--- config.mk ---
export PLATFORM = sky130hd
export DESIGN_NAME = crc_stream_feeder
export DESIGN_NICKNAME = d
export VERILOG_FILES = /design/src/rtl/crc_stream_feeder.sv
export SDC_FILE = /design/constraint.sdc
export NUM_CORES = 1
export LEC_CHECK = 0
export BUFFER_PORTS_ARGS = -buffer_cell sky130_fd_sc_hd__buf_2
export CAP_MARGIN = 20
export CORE_MARGIN = 2
export CORE_UTILIZATION = 50
export DETAILED_ROUTE_END_ITERATION = 10
export PLACE_DENSITY = 0.83
export SLEW_MARGIN = 20
export SYNTH_ARGS = -nofsm -noshare
export SYNTH_HDL_FRONTEND = slang
export SYNTH_SLANG_ARGS = --single-unit
--- constraint.sdc ---
create_clock -name clk -period 12.4 [get_ports clk]
set_input_delay 1.24 -clock clk [delete_from_list [all_inputs] [get_ports clk]]
set_output_delay 1.24 -clock clk [all_outputs]
set_load 0.01 [all_outputs]
--- src/rtl/crc_stream_feeder.sv ---
// crc_stream_feeder
//   Bus master that feeds a packet of 32-bit words into the CRC block hands-free.
//   Input words are buffered in a DEPTH-entry FIFO. On cfg_start the block programs
//   CTRL (WAS=1), POLY and the seed, re-writes CTRL (WAS=0), then writes one DATA word
//   per cycle from the FIFO. It finishes by reading DATA back into result and pulsing done.
//
// Parameters
//   DEPTH      FIFO entries (power of 2, >= 2)
//   CRC_BASE   address of DATA; POLY = CRC_BASE+4, CTRL = CRC_BASE+8
//   IDLE_ADDR  address driven on cycles without an access
//   TIMEOUT    stall limit in STREAM (only with CRC_FEED_TIMEOUT_EN)
//
// Build option
//   CRC_FEED_TIMEOUT_EN  when defined, a run that stalls too long in STREAM aborts
//                        to DONE with err=1. Otherwise STREAM waits forever and err=0.
//
// Ports
//   clk, rst                 clock, asynchronous active-low reset
//   cfg_start                1-cycle start pulse, ignored while busy
//   cfg_ctrl/poly/seed/len   run configuration, latched at start
//   s_valid, s_data, s_ready word stream input (s_ready = FIFO not full)
//   addr, RW, data_wr        CRC bus request (RW=1 write), decoded from state
//   data_rd                  CRC read data, combinational in the same cycle
//   busy                     not idle
//   done                     1-cycle pulse, result valid
//   result                   captured CRC, held until the next done
//   err                      timeout abort flag, only asserted with done
`timescale 1ns/1ps

module crc_stream_feeder #(
  parameter int unsigned DEPTH     = 8,
  parameter logic [31:0] CRC_BASE  = 32'h4003_2000,
  parameter logic [31:0] IDLE_ADDR = 32'h0000_0000,
  parameter int unsigned TIMEOUT   = 256
) (
  input  logic        clk,
  input  logic        rst,
  input  logic        cfg_start,
  input  logic [31:0] cfg_ctrl,
  input  logic [31:0] cfg_poly,
  input  logic [31:0] cfg_seed,
  input  logic [15:0] cfg_len,
  input  logic        s_valid,
  input  logic [31:0] s_data,
  output logic        s_ready,
  output logic [31:0] addr,
  output logic        RW,
  output logic [31:0] data_wr,
  input  logic [31:0] data_rd,
  output logic        busy,
  output logic        done,
  output logic [31:0] result,
  output logic        err
);

  localparam int unsigned AW = $clog2(DEPTH);

  localparam logic [31:0] ADDR_DATA = CRC_BASE;
  localparam logic [31:0] ADDR_POLY = CRC_BASE + 32'd4;
  localparam logic [31:0] ADDR_CTRL = CRC_BASE + 32'd8;
  localparam logic [31:0] WAS_MASK  = 32'h0200_0000;

  if (DEPTH < 2 || (DEPTH & (DEPTH - 1)) != 0) begin : g_depth_check
    $error("crc_stream_feeder: DEPTH must be a power of 2 and >= 2");
  end
  if (TIMEOUT < 2) begin : g_timeout_check
    $error("crc_stream_feeder: TIMEOUT must be >= 2");
  end

  typedef enum logic [2:0] {
    StIdle,
    StCtrlS,
    StPoly,
    StSeed,
    StCtrlR,
    StStream,
    StRead,
    StDone
  } state_e;

  state_e state_q, state_d;

  // ---------------------------------------------------------------------------
  // FIFO: extra pointer bit distinguishes full from empty
  // ---------------------------------------------------------------------------
  logic [31:0] mem_q [DEPTH];
  logic [AW:0] wptr_q, rptr_q;
  logic        fifo_empty, fifo_full, push, pop;
  logic [31:0] fifo_head;

  assign fifo_empty = (wptr_q == rptr_q);
  assign fifo_full  = (wptr_q[AW] != rptr_q[AW]) && (wptr_q[AW-1:0] == rptr_q[AW-1:0]);
  assign fifo_head  = mem_q[rptr_q[AW-1:0]];
  assign s_ready    = ~fifo_full;
  assign push       = s_valid & ~fifo_full;
  assign pop        = (state_q == StStream) & ~fifo_empty;

  always_ff @(posedge clk) begin
    if (push) begin
      mem_q[wptr_q[AW-1:0]] <= s_data;
    end
  end

  always_ff @(posedge clk or negedge rst) begin
    if (!rst) begin
      wptr_q <= '0;
      rptr_q <= '0;
    end else begin
      if (push) wptr_q <= wptr_q + (AW + 1)'(1);
      if (pop)  rptr_q <= rptr_q + (AW + 1)'(1);
    end
  end

  // ---------------------------------------------------------------------------
  // Run configuration and progress
  // ---------------------------------------------------------------------------
  logic [31:0] ctrl_q, poly_q, seed_q, result_q;
  logic [15:0] len_q, count_q;
  logic        last_word;
  logic        start;

  assign start = (state_q == StIdle) & cfg_start;
  // Compare against len-1 so len=16'hFFFF never needs count to reach 2^16.
  assign last_word = (count_q == len_q - 16'd1);

`ifdef CRC_FEED_TIMEOUT_EN
  localparam int unsigned SW = $clog2(TIMEOUT + 1);
  // The DONE cycle itself is the last of TIMEOUT cycles without a pop, so done
  // lands exactly TIMEOUT cycles after the last pop.
  localparam logic [SW-1:0] STALL_LAST = SW'(TIMEOUT - 2);

  logic [SW-1:0] stall_q;
  logic          err_q;
  logic          timeout;

  assign timeout = (state_q == StStream) & fifo_empty & (stall_q == STALL_LAST);

  always_ff @(posedge clk or negedge rst) begin
    if (!rst) begin
      stall_q <= '0;
      err_q   <= 1'b0;
    end else begin
      if (state_q != StStream || pop) begin
        stall_q <= '0;
      end else begin
        stall_q <= stall_q + SW'(1);
      end
      if (start) begin
        err_q <= 1'b0;
      end else if (timeout) begin
        err_q <= 1'b1;
      end
    end
  end

  assign err = (state_q == StDone) & err_q;
`else
  logic timeout;
  assign timeout = 1'b0;
  assign err     = 1'b0;
`endif

  always_ff @(posedge clk or negedge rst) begin
    if (!rst) begin
      ctrl_q   <= '0;
      poly_q   <= '0;
      seed_q   <= '0;
      len_q    <= '0;
      count_q  <= '0;
      result_q <= '0;
    end else begin
      if (start) begin
        ctrl_q  <= cfg_ctrl;
        poly_q  <= cfg_poly;
        seed_q  <= cfg_seed;
        len_q   <= cfg_len;
        count_q <= '0;
      end else if (pop) begin
        count_q <= count_q + 16'd1;
      end
      if (state_q == StRead) begin
        result_q <= data_rd;
      end
    end
  end

  assign result = result_q;

  // ---------------------------------------------------------------------------
  // FSM
  // ---------------------------------------------------------------------------
  always_ff @(posedge clk or negedge rst) begin
    if (!rst) begin
      state_q <= StIdle;
    end else begin
      state_q <= state_d;
    end
  end

  always_comb begin
    state_d = state_q;
    unique case (state_q)
      StIdle:   if (cfg_start) state_d = StCtrlS;
      StCtrlS:  state_d = StPoly;
      StPoly:   state_d = StSeed;
      StSeed:   state_d = StCtrlR;
      StCtrlR:  state_d = (len_q == 16'd0) ? StRead : StStream;
      StStream: begin
        if (pop && last_word) begin
          state_d = StRead;
        end else if (timeout) begin
          state_d = StDone;
        end
      end
      StRead:   state_d = StDone;
      StDone:   state_d = StIdle;
      default:  state_d = StIdle;
    endcase
  end

  // Bus request decoded from the registered state and FIFO head.
  always_comb begin
    addr    = IDLE_ADDR;
    RW      = 1'b0;
    data_wr = 32'h0;
    unique case (state_q)
      StCtrlS: begin
        addr    = ADDR_CTRL;
        RW      = 1'b1;
        data_wr = ctrl_q | WAS_MASK;
      end
      StPoly: begin
        addr    = ADDR_POLY;
        RW      = 1'b1;
        data_wr = poly_q;
      end
      StSeed: begin
        addr    = ADDR_DATA;
        RW      = 1'b1;
        data_wr = seed_q;
      end
      StCtrlR: begin
        addr    = ADDR_CTRL;
        RW      = 1'b1;
        data_wr = ctrl_q & ~WAS_MASK;
      end
      StStream: begin
        if (!fifo_empty) begin
          addr    = ADDR_DATA;
          RW      = 1'b1;
          data_wr = fifo_head;
        end
      end
      StRead: begin
        addr = ADDR_DATA;
      end
      default: ;
    endcase
  end

  assign busy = (state_q != StIdle);
  assign done = (state_q == StDone);

endmodule

==> metrics list, run 1 <==
* Outcome: finished clean
- Critical path launch point type: register
- The synthesized netlist devotes 0.4770% of its cell area to adder and majority cells.
- CTS Hold Bufs: 0
- In the layout the commonest cells are 256 x sky130_fd_sc_hd__edfxtp_1, 251 x sky130_fd_sc_hd__buf_2, 206 x sky130_fd_sc_hd__mux2_2.
- The synthesized design spends more area on one cell type than any other, namely sky130_fd_sc_hd__edfxtp_1.
- TritonCTS built the clock tree.
- Half-perimeter wire length of the detailed placement result: 28.67 mm
* Number of nets still failing antenna checks after routing: 0
- Number of flip-flops and latches in the synthesized netlist: 426
- Proportion of register bits with asynchronous set or reset after synthesis: 39.91%
* Ratio of cells with drive above 1 in the final layout: 45.74%
- # setup viols final: 0
- Counting the fill cells in the layout gives 2593.
* Total Negative Setup Slacks: 0 ns
- The count of buffers added on input and output ports is 252.
* Multiplexer area fraction after synthesis: 20.65%
- From synthesis to final layout, the design area changed by 17.05%.
- LEAKAGE: 8.536 nW
- Fmax: 200.4 MHz
- Synth Cell Area: 0.01836 sq mm
- On the worst path, the slowest cell contributes a delay of 1.08 ns.
- Data arrives at the worst endpoint at 3.75 ns.
* Routing layer with the top usage in global route: met2
* Number of global-route vias before repair: 11118
- Simple-gate share of the synthesized area: 4.450%
- Data required time at the worst endpoint: 11.16 ns
- After floorplanning, the core was sized to cover 0.03635 sq mm.
* Die Width: 195.6 um
- Final weighted congestion in routability-driven placement: 0.8441
* Overall track demand over capacity in global routing: 22.77%
* Primary flip-flop cell chosen by synthesis mapping: sky130_fd_sc_hd__edfxtp_1
- Nature of the critical path endpoint: output port
* Buffers inserted during post-CTS setup optimization: 0
- A synthesized cell averages 16.53 sq um.
- Power after layout: 5.283 mW
- Global routing finished with a remaining overflow of 0.
- Critical Path Slowest Stage Cell: sky130_fd_sc_hd__dfrtp_2
* Placed inst area: 0.02002 sq mm
- Summing the areas of all compound-gate instances in the mapped netlist gives 4.368% of the synthesized area.
- Combinational family with the most area after synthesis: multiplexers
- Across all layers, the routed design uses 10891 vias.
* # nets final: 1538
- The number of clock buffers added by TritonCTS is 42.
- Latest clock arrival within the worst-skew pair: 0.57 ns
* Min-delay worst type: reg2reg
* Met3 Usage GRT: 6.667%
- Max-slew headroom: 27.96%
- Leaving out fill and tap cells, the most frequent cell in the layout is sky130_fd_sc_hd__edfxtp_1.
* Power density over the cells: 245.8 mW/mm^2
* Antenna violations before repair: 12
* Starting utilization of the core area: 50.51%
* Pin count of the biggest net entering global routing: 98
- Clock-pin slew was measured on the worst setup and hold paths at 0.06 ns.
- The final critical path takes up 40.24% of the cycle.
- The signal on the critical path passes through xor2_1 > o41a_2 > a222oi_1 > nor2_1 > buf_2.
- After the first detailed-routing iteration, the DRC count stood at 848.
- By startpoint and endpoint, the worst setup path is classified as reg2out.
- Post-CTS repair changed the size of 0 cells.
* Overall die area: 0.03827 sq mm
* WL/cell: 23.59 um
- Wires add up to 43.74 mm.
- The first detailed-routing pass took 8 iterations.
- Yosys printed 0 warnings.
- Global routing used 38.37% of the available met2 tracks.
- The tool flagged a number of max-cap violations equal to 0.
- At the pin with the least slew margin, the transition time is 1.081 ns.
* XOR/XNOR Fraction of Synth Area: 2.051%
- EDFF count, synth: 256
* Clock period minus worst slack: 4.989 ns
- The finished cells cover 0.02149 sq mm.
- Pin placement for this block handled 281 I/O pins.
* RSZ-0062 raised after global routing: false
* Met1 track demand over resource: 27.79%
* Number of failing hold endpoints at the final stage: 0
* H-tree Lvls: 2
- Yosys attributes the largest share of cell area to sky130_fd_sc_hd__edfxtp_1 42%, sky130_fd_sc_hd__dfrtp_1 23%, sky130_fd_sc_hd__mux2_2 13%.
* Buffer levels on the longest clock path: 3
- Count of mapped cells out of synthesis: 1111
- Measured along the y axis, the die boundary spans 195.6 um.
- Max rail drop VDD: 130.5 uV
- Clock tree synthesis selected as its root buffer the cell sky130_fd_sc_hd__clkbuf_16.
- The floorplan has 70 rows.
- Counting distinct cell types in the post-synthesis netlist gives 54.
- Maximum fanout encountered on the critical timing path: 43
* First-pass GRT wire length: 65.62 mm
- Max Transition Viols Final: 0
- Detailed-route DRC error count: 0
- Top cell type's share of synthesized area: 41.87%
- After detailed routing, the number of vias per cell comes to 5.874.
* Sequential element share of the synthesized area: 65.04%
* Setup Skew: 0.01950 ns
- The tree built by TritonCTS fans out to 426 sinks.
==> per-layer routing <==
layer / part of all wire [%] / routed length (um) / up-vias
met5: 0.22 / 98 / -
met4: 3.5 / 1510 / 16
met3: 8.5 / 3734 / 120
met2: 50 / 21760 / 494
met1: 38 / 16640 / 5511
li1: - / - / 4750
==> worst paths after layout <==
check                           start      endpoint  slack [ns]  depth (start not counted)
max                         rptr_q[2]   data_wr[17]        7.41                          5
min                        result[18]    result[18]        0.50                          1
max reg2reg                 rptr_q[1]  mem_q[0][21]        8.68                          7
min reg2reg                result[18]    result[18]        0.50                          1
max in group asynchronous         rst    state_q[1]       10.01                          2
min in group asynchronous         rst    poly_q[15]        0.76                          1
==> flip-flops by register name, indices dropped and copies added, names as in the netlist <==
register,flops
len_q,16
count_q,16
ctrl_q,31
result,32
wptr_q,4
seed_q,32
poly_q,32
rptr_q,4
mem_q,256
state_q,3
==> metrics by stage <==
step / setup WS, ns / util (%) / hold slack [ns] / std cells
after floorplan: 8.076 / - / 0.4750 / 1137
after global placement: 8.020 / 55.08 / 0.4817 / 1775
after detailed placement: 8.003 / 55.08 / 0.4867 / 1775
after CTS: 7.403 / 59.11 / 0.5005 / 1852
after global routing: 7.249 / 59.11 / 0.5074 / 1852
final: 7.411 / 59.13 / 0.4985 / 1854
==> report_power, final <==
group	switching (mW)	internal, mW	leakage (nW)	total, mW
clock network	0.551	0.776	0.716	1.33
registers	0.281	1.85	4.50	2.13
logic	0.963	0.862	3.32	1.82
==> synth_stat cells (all sizes together), types with 9 or more instances <==
cell type	n
mux4	64
dfrtp	170
nor2	73
nor3	10
xnor2	24
mux2	206
xor2	19
a21oi	9
a22o	31
clkbuf	47
buf	54
edfxtp	256
o21ai	10
a222oi	31
nand2	11
==> cell type report <==
cell class                 count  area [sq um]  share of cell area [%]
multi-input combinational    603          6050                   28.15
clock inverter                19         299.0                   1.391
timing repair buffer         271          1410                   6.561
inverter                       7         26.28                  0.1223
antenna                        2         5.005                 0.02329
tap                          468         585.6                   2.725
sequential                   426         11950                   55.61
clock buffer                  58          1165                   5.420
==> critical path, delay by kind of cell (launching register included) <==
family          cells  cell delay [ns]
buf+inv             1             0.16
flops               1             1.08
compound gates      2             1.55
xor+xnor            1             0.26
simple gates        1             0.11
==> cell families (layout without fill, tap and decap cells) <==
logic type / Yosys count / after routing
multiplexers: 273 / 273
adder cells (fa/ha/maj): 7 / 7
flip-flops: 426 / 426
AO/OA/AOI/OAI: 96 / 96
buffers and inverters: 108 / 355
AND/OR/NAND/NOR: 157 / 157
other: 1 / 29
XOR/XNOR: 43 / 43
Power figures use the tool's default switching activity.
==> run 2, diff against run 1 <==
- clock period: 12.4 -> 5.1 ns (I/O delays scaled with it)
==> metrics list, run 2 (synthesis results as in run 1) <==
* Outcome: finished clean
* Total via count after detailed routing: 11012 (+1.1%)
* Die height: 195.6 um (unchanged)
- Critical path launch point type: register
* Buffers inserted during post-CTS setup optimization: 0 (unchanged)
- The buffer depth of the longest clock path is 3 (unchanged).
- The first-iteration detailed-routing DRC count came to 1058 (+25%).
- Latest clock arrival within the worst-skew pair: 0.56 ns (about the same)
* LEAKAGE: 8.531 nW (about the same)
* H-tree Lvls: 2 (unchanged)
- The largest individual stage delay along the critical path comes from the cell sky130_fd_sc_hd__dfrtp_2.
- After layout, the worst path uses 75.94% of the clock period.
- The count of endpoints failing hold in the final timing report is 0 (unchanged).
- Drt total wl: 44.12 mm (+0.86%)
- CTS tree: built
* Commonest cells after routing, fill and taps aside: 256 x sky130_fd_sc_hd__edfxtp_1, 251 x sky130_fd_sc_hd__buf_2, 206 x sky130_fd_sc_hd__mux2_2
- Count of standard-cell rows: 70 (unchanged)
- Power density over the cells: 593.2 mW/mm^2 (+140%)
* Max Transition Viols Final: 0 (unchanged)
* Antenna violations before repair: 9 (-3)
- Data arrival time of the critical path: 3.36 ns (-0.39 ns)
* Worst path cell trace: buf_4 > mux4_2 > mux2_2 > a222oi_1 > nor2_1 > buf_2
* Root Buffer Master: sky130_fd_sc_hd__clkbuf_16
- Slowest cell delay on critical path: 0.67 ns (-0.41 ns)
* Max rail drop VDD: 300.5 uV (+130%)
- Non-filler cells, final: 1861 (+0.38%)
- Worst setup path category: reg2out
- The die footprint was 0.03827 sq mm (unchanged).
* Number of CTS-inserted buffers: 43 (+2.4%)
* Starting utilization of the core area: 50.51% (unchanged)
* Number of global-route vias before repair: 11145 (+0.24%)
- Pin count of the biggest net entering global routing: 75 (-23%)
- The final instance area came to 0.02150 sq mm (about the same).
- The width of the die was 195.6 um (unchanged).
- Overall track demand over capacity in global routing: 22.85% (+0.078 points)
- Among cell families on the critical path, the largest total delay comes from buffers and inverters.
* Min-delay worst type: in2reg
- The number of ports placed on the die boundary is 281 (unchanged).
- The final estimated routing congestion in global placement was 0.8333 (-1.3%).
* RSZ-0062 raised after global routing: false
- The final setup violation count was 0 (unchanged).
- Max capacitance violation total: 0 (unchanged)
* Port bufs: 252 (unchanged)
* Total Negative Setup Slacks: 0 ns (unchanged)
- Detailed-route DRC error count: 0 (unchanged)
* Nature of the critical path endpoint: output port
* Clock period minus worst slack: 3.873 ns
- CTS Hold Bufs: 1 (+1)
- WL/cell: 23.71 um (+0.48%)
- For this run, the top clock speed supported by timing is 258.2 MHz.
- The count of filler cells inserted in the layout came to 2605 (+0.46%).
- The remaining global-route overflow was 0 (unchanged).
* Number of nets still failing antenna checks after routing: 0 (unchanged)
- The half-perimeter wire length after placement came to 28.61 mm (-0.19%).
* # nets final: 1544 (+0.39%)
* Leading cell type in the layout, fill and taps excluded: sky130_fd_sc_hd__edfxtp_1
- The data required time of the critical path is 4.59 ns (-6.57 ns).
* First-pass GRT wire length: 66.20 mm (+0.88%)
- Num Clock Sinks: 426 (unchanged)
- Max-slew headroom: 30.63% (+2.7 points)
- The flip-flop count of the largest register, all copies and words added was 256 (unchanged).
- The placeable core area came to 0.03635 sq mm (unchanged).
* Ratio of cells with drive above 1 in the final layout: 45.43% (-0.31 points)
- The detail-routed via count per cell came to 5.917 (+0.73%).
- The slew at the pin with the worst max-slew slack came to 1.041 ns (-0.04009 ns).
* Maximum fanout encountered on the critical timing path: 49 (+14%)
- Placed inst area: 0.02009 sq mm (+0.34%)
- Setup Skew: 0.01885 ns (-0.0006489 ns)
- The cell count after placement was 1779 (+0.23%).
- CP bufs+invs: 2 (+1)
* Clk pin slew, worst setup/hold paths: 0.06 ns (about the same)
- The number of gates resized after cts is 0 (unchanged).
- Syn-to-layout area delta: 17.08% (about the same)
- The number of iterations in the first detailed-routing pass is 7 (-1).
* Share of the core filled with cells: 59.14% (about the same)
[run 2: per-layer routing]
layer | GRT usage, % | up-vias | share of wire (%)
met5 | 0 | - | 0.14
met4 | 7.888 | 12 | 3.1
met3 | 5.130 | 94 | 7.5
met2 | 38.86 | 502 | 50
met1 | 29.08 | 5630 | 39
li1 | - | 4774 | -
[run 2: power breakdown]
group	switching, mW	leakage (nW)	internal (mW)
combinational	2.41	3.36	2.12
sequential	0.602	4.50	4.50
clock	1.31	0.676	1.80
total	4.32	8.53	8.43
[run 2: tightest hold or removal path: stages]
cell and delay, ns:
sky130_fd_sc_hd__buf_2 0.08, sky130_fd_sc_hd__nand2_1 0.03, sky130_fd_sc_hd__o21ai_0 0.06
[run 2: layout make-up]
type	instances	area [sq um]	share of cell area (%)
inverter	7	26.28	0.1222
clock inverter	19	191.4	0.8906
sequential	426	11950	55.59
clock buffer	58	1195	5.559
antenna	4	10.01	0.04657
tap	468	585.6	2.724
multi-input combinational	603	6050	28.14
timing repair buffer	276	1488	6.921
[run 2: worst paths after layout]
kind	from	to	slack [ns]	depth (start not counted)
max	rptr_q[1]	data_wr[17]	1.23	6
max in group asynchronous	rst	rptr_q[0]	3.31	3
max reg2reg	rptr_q[1]	mem_q[5][18]	1.92	6
min	cfg_len[0]	len_q[0]	0.18	3
min in group asynchronous	rst	seed_q[16]	0.53	2
min reg2reg	result[25]	result[25]	0.50	1
[run 2: stage by stage]
step | hold WS, ns | worst slack, ns | power [mW]
global route | 0.1631 | 1.128 | 13.34
global placement | 0.4819 | 1.786 | 9.528
detailed placement | 0.4877 | 1.791 | 9.688
CTS | 0.1557 | 1.199 | 12.84
floorplan | 0.2144 | 0.9595 | 8.133
finish | 0.1773 | 1.227 | 12.75
==> run 3, diff against run 2 <==
- clock period: 5.1 -> 3.6 ns (I/O delays scaled with it)
==> metrics list, run 3 (synthesis results as in run 1) <==
* Num Clock Sinks: 426 (unchanged)
- Slew at the pin closest to its max-slew limit: 0.9362 ns (-0.1044 ns)
* Drt total wl: 43.75 mm (-0.84%)
- The DRC violations left was 0 (unchanged).
- Number of nets still failing antenna checks after routing: 0 (unchanged)
- The clock latency on the worst-skew pair is 0.59 ns (+0.03 ns).
- Capturing point of the worst reg2reg path: mem_q[0][15]
* Worst Reg2Reg Path Length in Cells: 6 (unchanged)
* Portion of the clock cycle consumed by the worst path in the final layout: 96.08%
- The number of buffers created by CTS is 43 (unchanged).
- The flip-flop count of the largest register, all copies and words added is 256 (unchanged).
- Leading cell type in the layout, fill and taps excluded: sky130_fd_sc_hd__edfxtp_1
- The first-iteration detailed-routing DRC count came to 896 (-15%).
* CTS tree: built
* Worst setup path category: reg2out
* Reg-to-reg critical path startpoint: wptr_q[0]
- The worst path setup slack after routing was 0.1411 ns (-1.086 ns).
- After layout, the minimum clock period comes to 3.459 ns.
* WL/cell: 22.92 um (-3.3%)
- The tree is rooted in a sky130_fd_sc_hd__clkbuf_16.
* Data required time at the worst endpoint: 3.24 ns (-1.35 ns)
- The internal reg-to-reg setup slack was 0.46 ns (-1.46 ns).
* Pin count of the biggest net entering global routing: 81 (+8.0%)
- P_int: 12.08 mW (+43%)
* Syn-to-layout area delta: 20.14%
- Total via count after detailed routing: 11196 (+1.7%)
- Based on the critical path, the design can be clocked at up to 289.1 MHz.
- LEAKAGE: 8.773 nW (+2.8%)
- The placeable core area is 0.03635 sq mm (unchanged).
* Count of standard-cell rows: 70 (unchanged)
* Clk pin slew, worst setup/hold paths: 0.06 ns (about the same)
- Max rail drop VDD: 485.6 uV (+62%)
- The die footprint is 0.03827 sq mm (unchanged).
* Share of power burned in the clock network: 24.8% (+0.4 points)
* RSZ-0062 raised after global routing: false
* Ratio of cells with drive above 1 in the final layout: 44.44% (-0.99 points)
* Port bufs: 252 (unchanged)
* Power after layout: 18.31 mW (+44%)
* Number of failing hold endpoints at the final stage: 0 (unchanged)
- Antenna violations before repair: 10 (+1)
* Combinational fraction of design power: 36.2% (+0.6 points)
* Max capacitance violation total: 0 (unchanged)
* Power density over the cells: 830.0 mW/mm^2 (+40%)
* Final weighted congestion in routability-driven placement: 0.8404 (+0.85%)
* First-pass GRT wire length: 66.20 mm (unchanged)
- Die height: 195.6 um (unchanged)
- Data arrival time of the critical path: 3.10 ns (-0.26 ns)
* Max-slew headroom: 37.59% (+7.0 points)
- Setup Skew: 0.02621 ns (+0.007365 ns)
* Critical Path Start: state_q[1]
- Part of the total power dissipated in sequential elements: 39.0% (-1.0 points)
* H-tree Lvls: 2 (unchanged)
* Nature of the critical path endpoint: output port
* Number of global-route vias before repair: 11302 (+1.4%)
- The post-placement setup slack came to 0.4948 ns (-1.296 ns).
* Remaining global-route overflow: 0 (unchanged)
- Vias per Instance: 5.865 (-0.89%)
- The worst hold path belongs to the class in2reg.
* Count of filler cells inserted in the layout: 2525 (-3.1%)
* Critical path launch point type: register
- In the layout the commonest cells are 256 x sky130_fd_sc_hd__edfxtp_1, 251 x sky130_fd_sc_hd__buf_2, 206 x sky130_fd_sc_hd__mux2_2.
- Share of total power consumed by net switching: 34.01% (+0.12 points)
- The total net switching power is 6.225 mW (+44%).
* Max Transition Viols Final: 0 (unchanged)
- Buffer levels on the longest clock path: 3 (unchanged)
- The number of ports placed on the die boundary came to 281 (unchanged).
- The number of iterations in the first detailed-routing pass came to 7 (unchanged).
- Half-perimeter wire length of the detailed placement result: 27.59 mm (-3.6%)
- The total routing usage reported by global routing was 22.77% (-0.075 points).
- The final setup violation count came to 0 (unchanged).
* # nets final: 1593 (+3.2%)
* Maximum fanout encountered on the critical timing path: 26 (-47%)
- Outcome: finished clean
- The critical path ends at data_wr[28].
- Starting utilization of the core area: 50.51% (unchanged)
- The width of the die was 195.6 um (unchanged).
-- run 3: changes by cell type in the layout (fill, tap and decap cells not counted), sizes merged --
cell | before | now
diode | 4 | 3
clkinvlp | 1 | 3
bufinv | 3 | 5
buf | 275 | 278
dlygate4sd3 | 1 | 47
clkinv | 14 | 19
clkbuf | 58 | 49
-- run 3: metrics by stage --
stage	instances	cell area, sq um	util, %	TNS, ns	hold WS [ns]
floorplan	1137	18460	-	-34.52	0.06441
global placement	1782	20110	55.33	0	0.4531
detailed placement	1782	20110	55.33	0	0.4594
CTS	1906	22040	60.64	0	0.00001865
global route	1908	22050	60.68	0	0.0008063
finish	1909	22060	60.69	0	0.01997
-- run 3: layout make-up --
cell class                      instances  area, sq um  share of cell area (%)
Clock inverter                         28        329.1                   1.492
Multi-Input combinational cell        603         6058                   27.47
Clock buffer                           49         1130                   5.122
Tap cell                              468        585.6                   2.655
Sequential cell                       426        11950                   54.18
Timing Repair Buffer                  325         1971                   8.934
Antenna cell                            3        7.507                 0.03403
Inverter                                7        26.28                  0.1191
-- run 3: routing by layer --
| metal | vias to the layer above | track usage, % | share of wire [%] |
|---|---|---|---|
| met3 | 97 | 5.389 | 7.9 |
| met1 | 5713 | 29.13 | 40 |
| met5 | - | 0 | 0.19 |
| met2 | 519 | 37.90 | 49 |
| met4 | 14 | 8.849 | 2.9 |
| li1 | 4853 | - | - |
-- run 3: worst max-delay path, stage by stage, from the launching register on --
cell and delay [ns]:
sky130_fd_sc_hd__dfrtp_2 0.70, sky130_fd_sc_hd__inv_1 0.28, sky130_fd_sc_hd__ha_1 0.34, sky130_fd_sc_hd__nor2b_2 0.41
sky130_fd_sc_hd__buf_4 0.43, sky130_fd_sc_hd__nor2_1 0.16, sky130_fd_sc_hd__buf_2 0.17
-- run 3: repair_timing --
item,in CTS,in global routing
hold endpoints to repair,124,0
buffers inserted,0,0
resized for setup,0,1
hold buffers,47,0
endpoints found under the setup margin,0,2
-- run 3: how the worst min path moves through the flow --
stage / startpoint / to / slack, ns / cells after the start
6_report: cfg_seed[18] / seed_q[18] / 0.02 / 2
5_1_grt: cfg_seed[18] / seed_q[18] / 0.0008 / 2
4_1_cts: cfg_seed[22] / seed_q[22] / 0.00002 / 2
3_5_place_dp: rst / seed_q[10] / 0.46 / 1
3_3_place_gp: rst / seed_q[15] / 0.45 / 1
2_1_floorplan: rst / count_q[0] / 0.06 / 0
-- run 3: power groups by stage --
stage          sequential [mW]  clock (mW)  combinational, mW
6_report                  7.14        4.55               6.62
5_1_grt                   7.25        4.82               7.09
4_1_cts                   7.13        4.64               6.62
3_5_place_dp              7.21           0               6.51
3_3_place_gp              7.12           0               6.39
2_1_floorplan             7.00           0               4.52
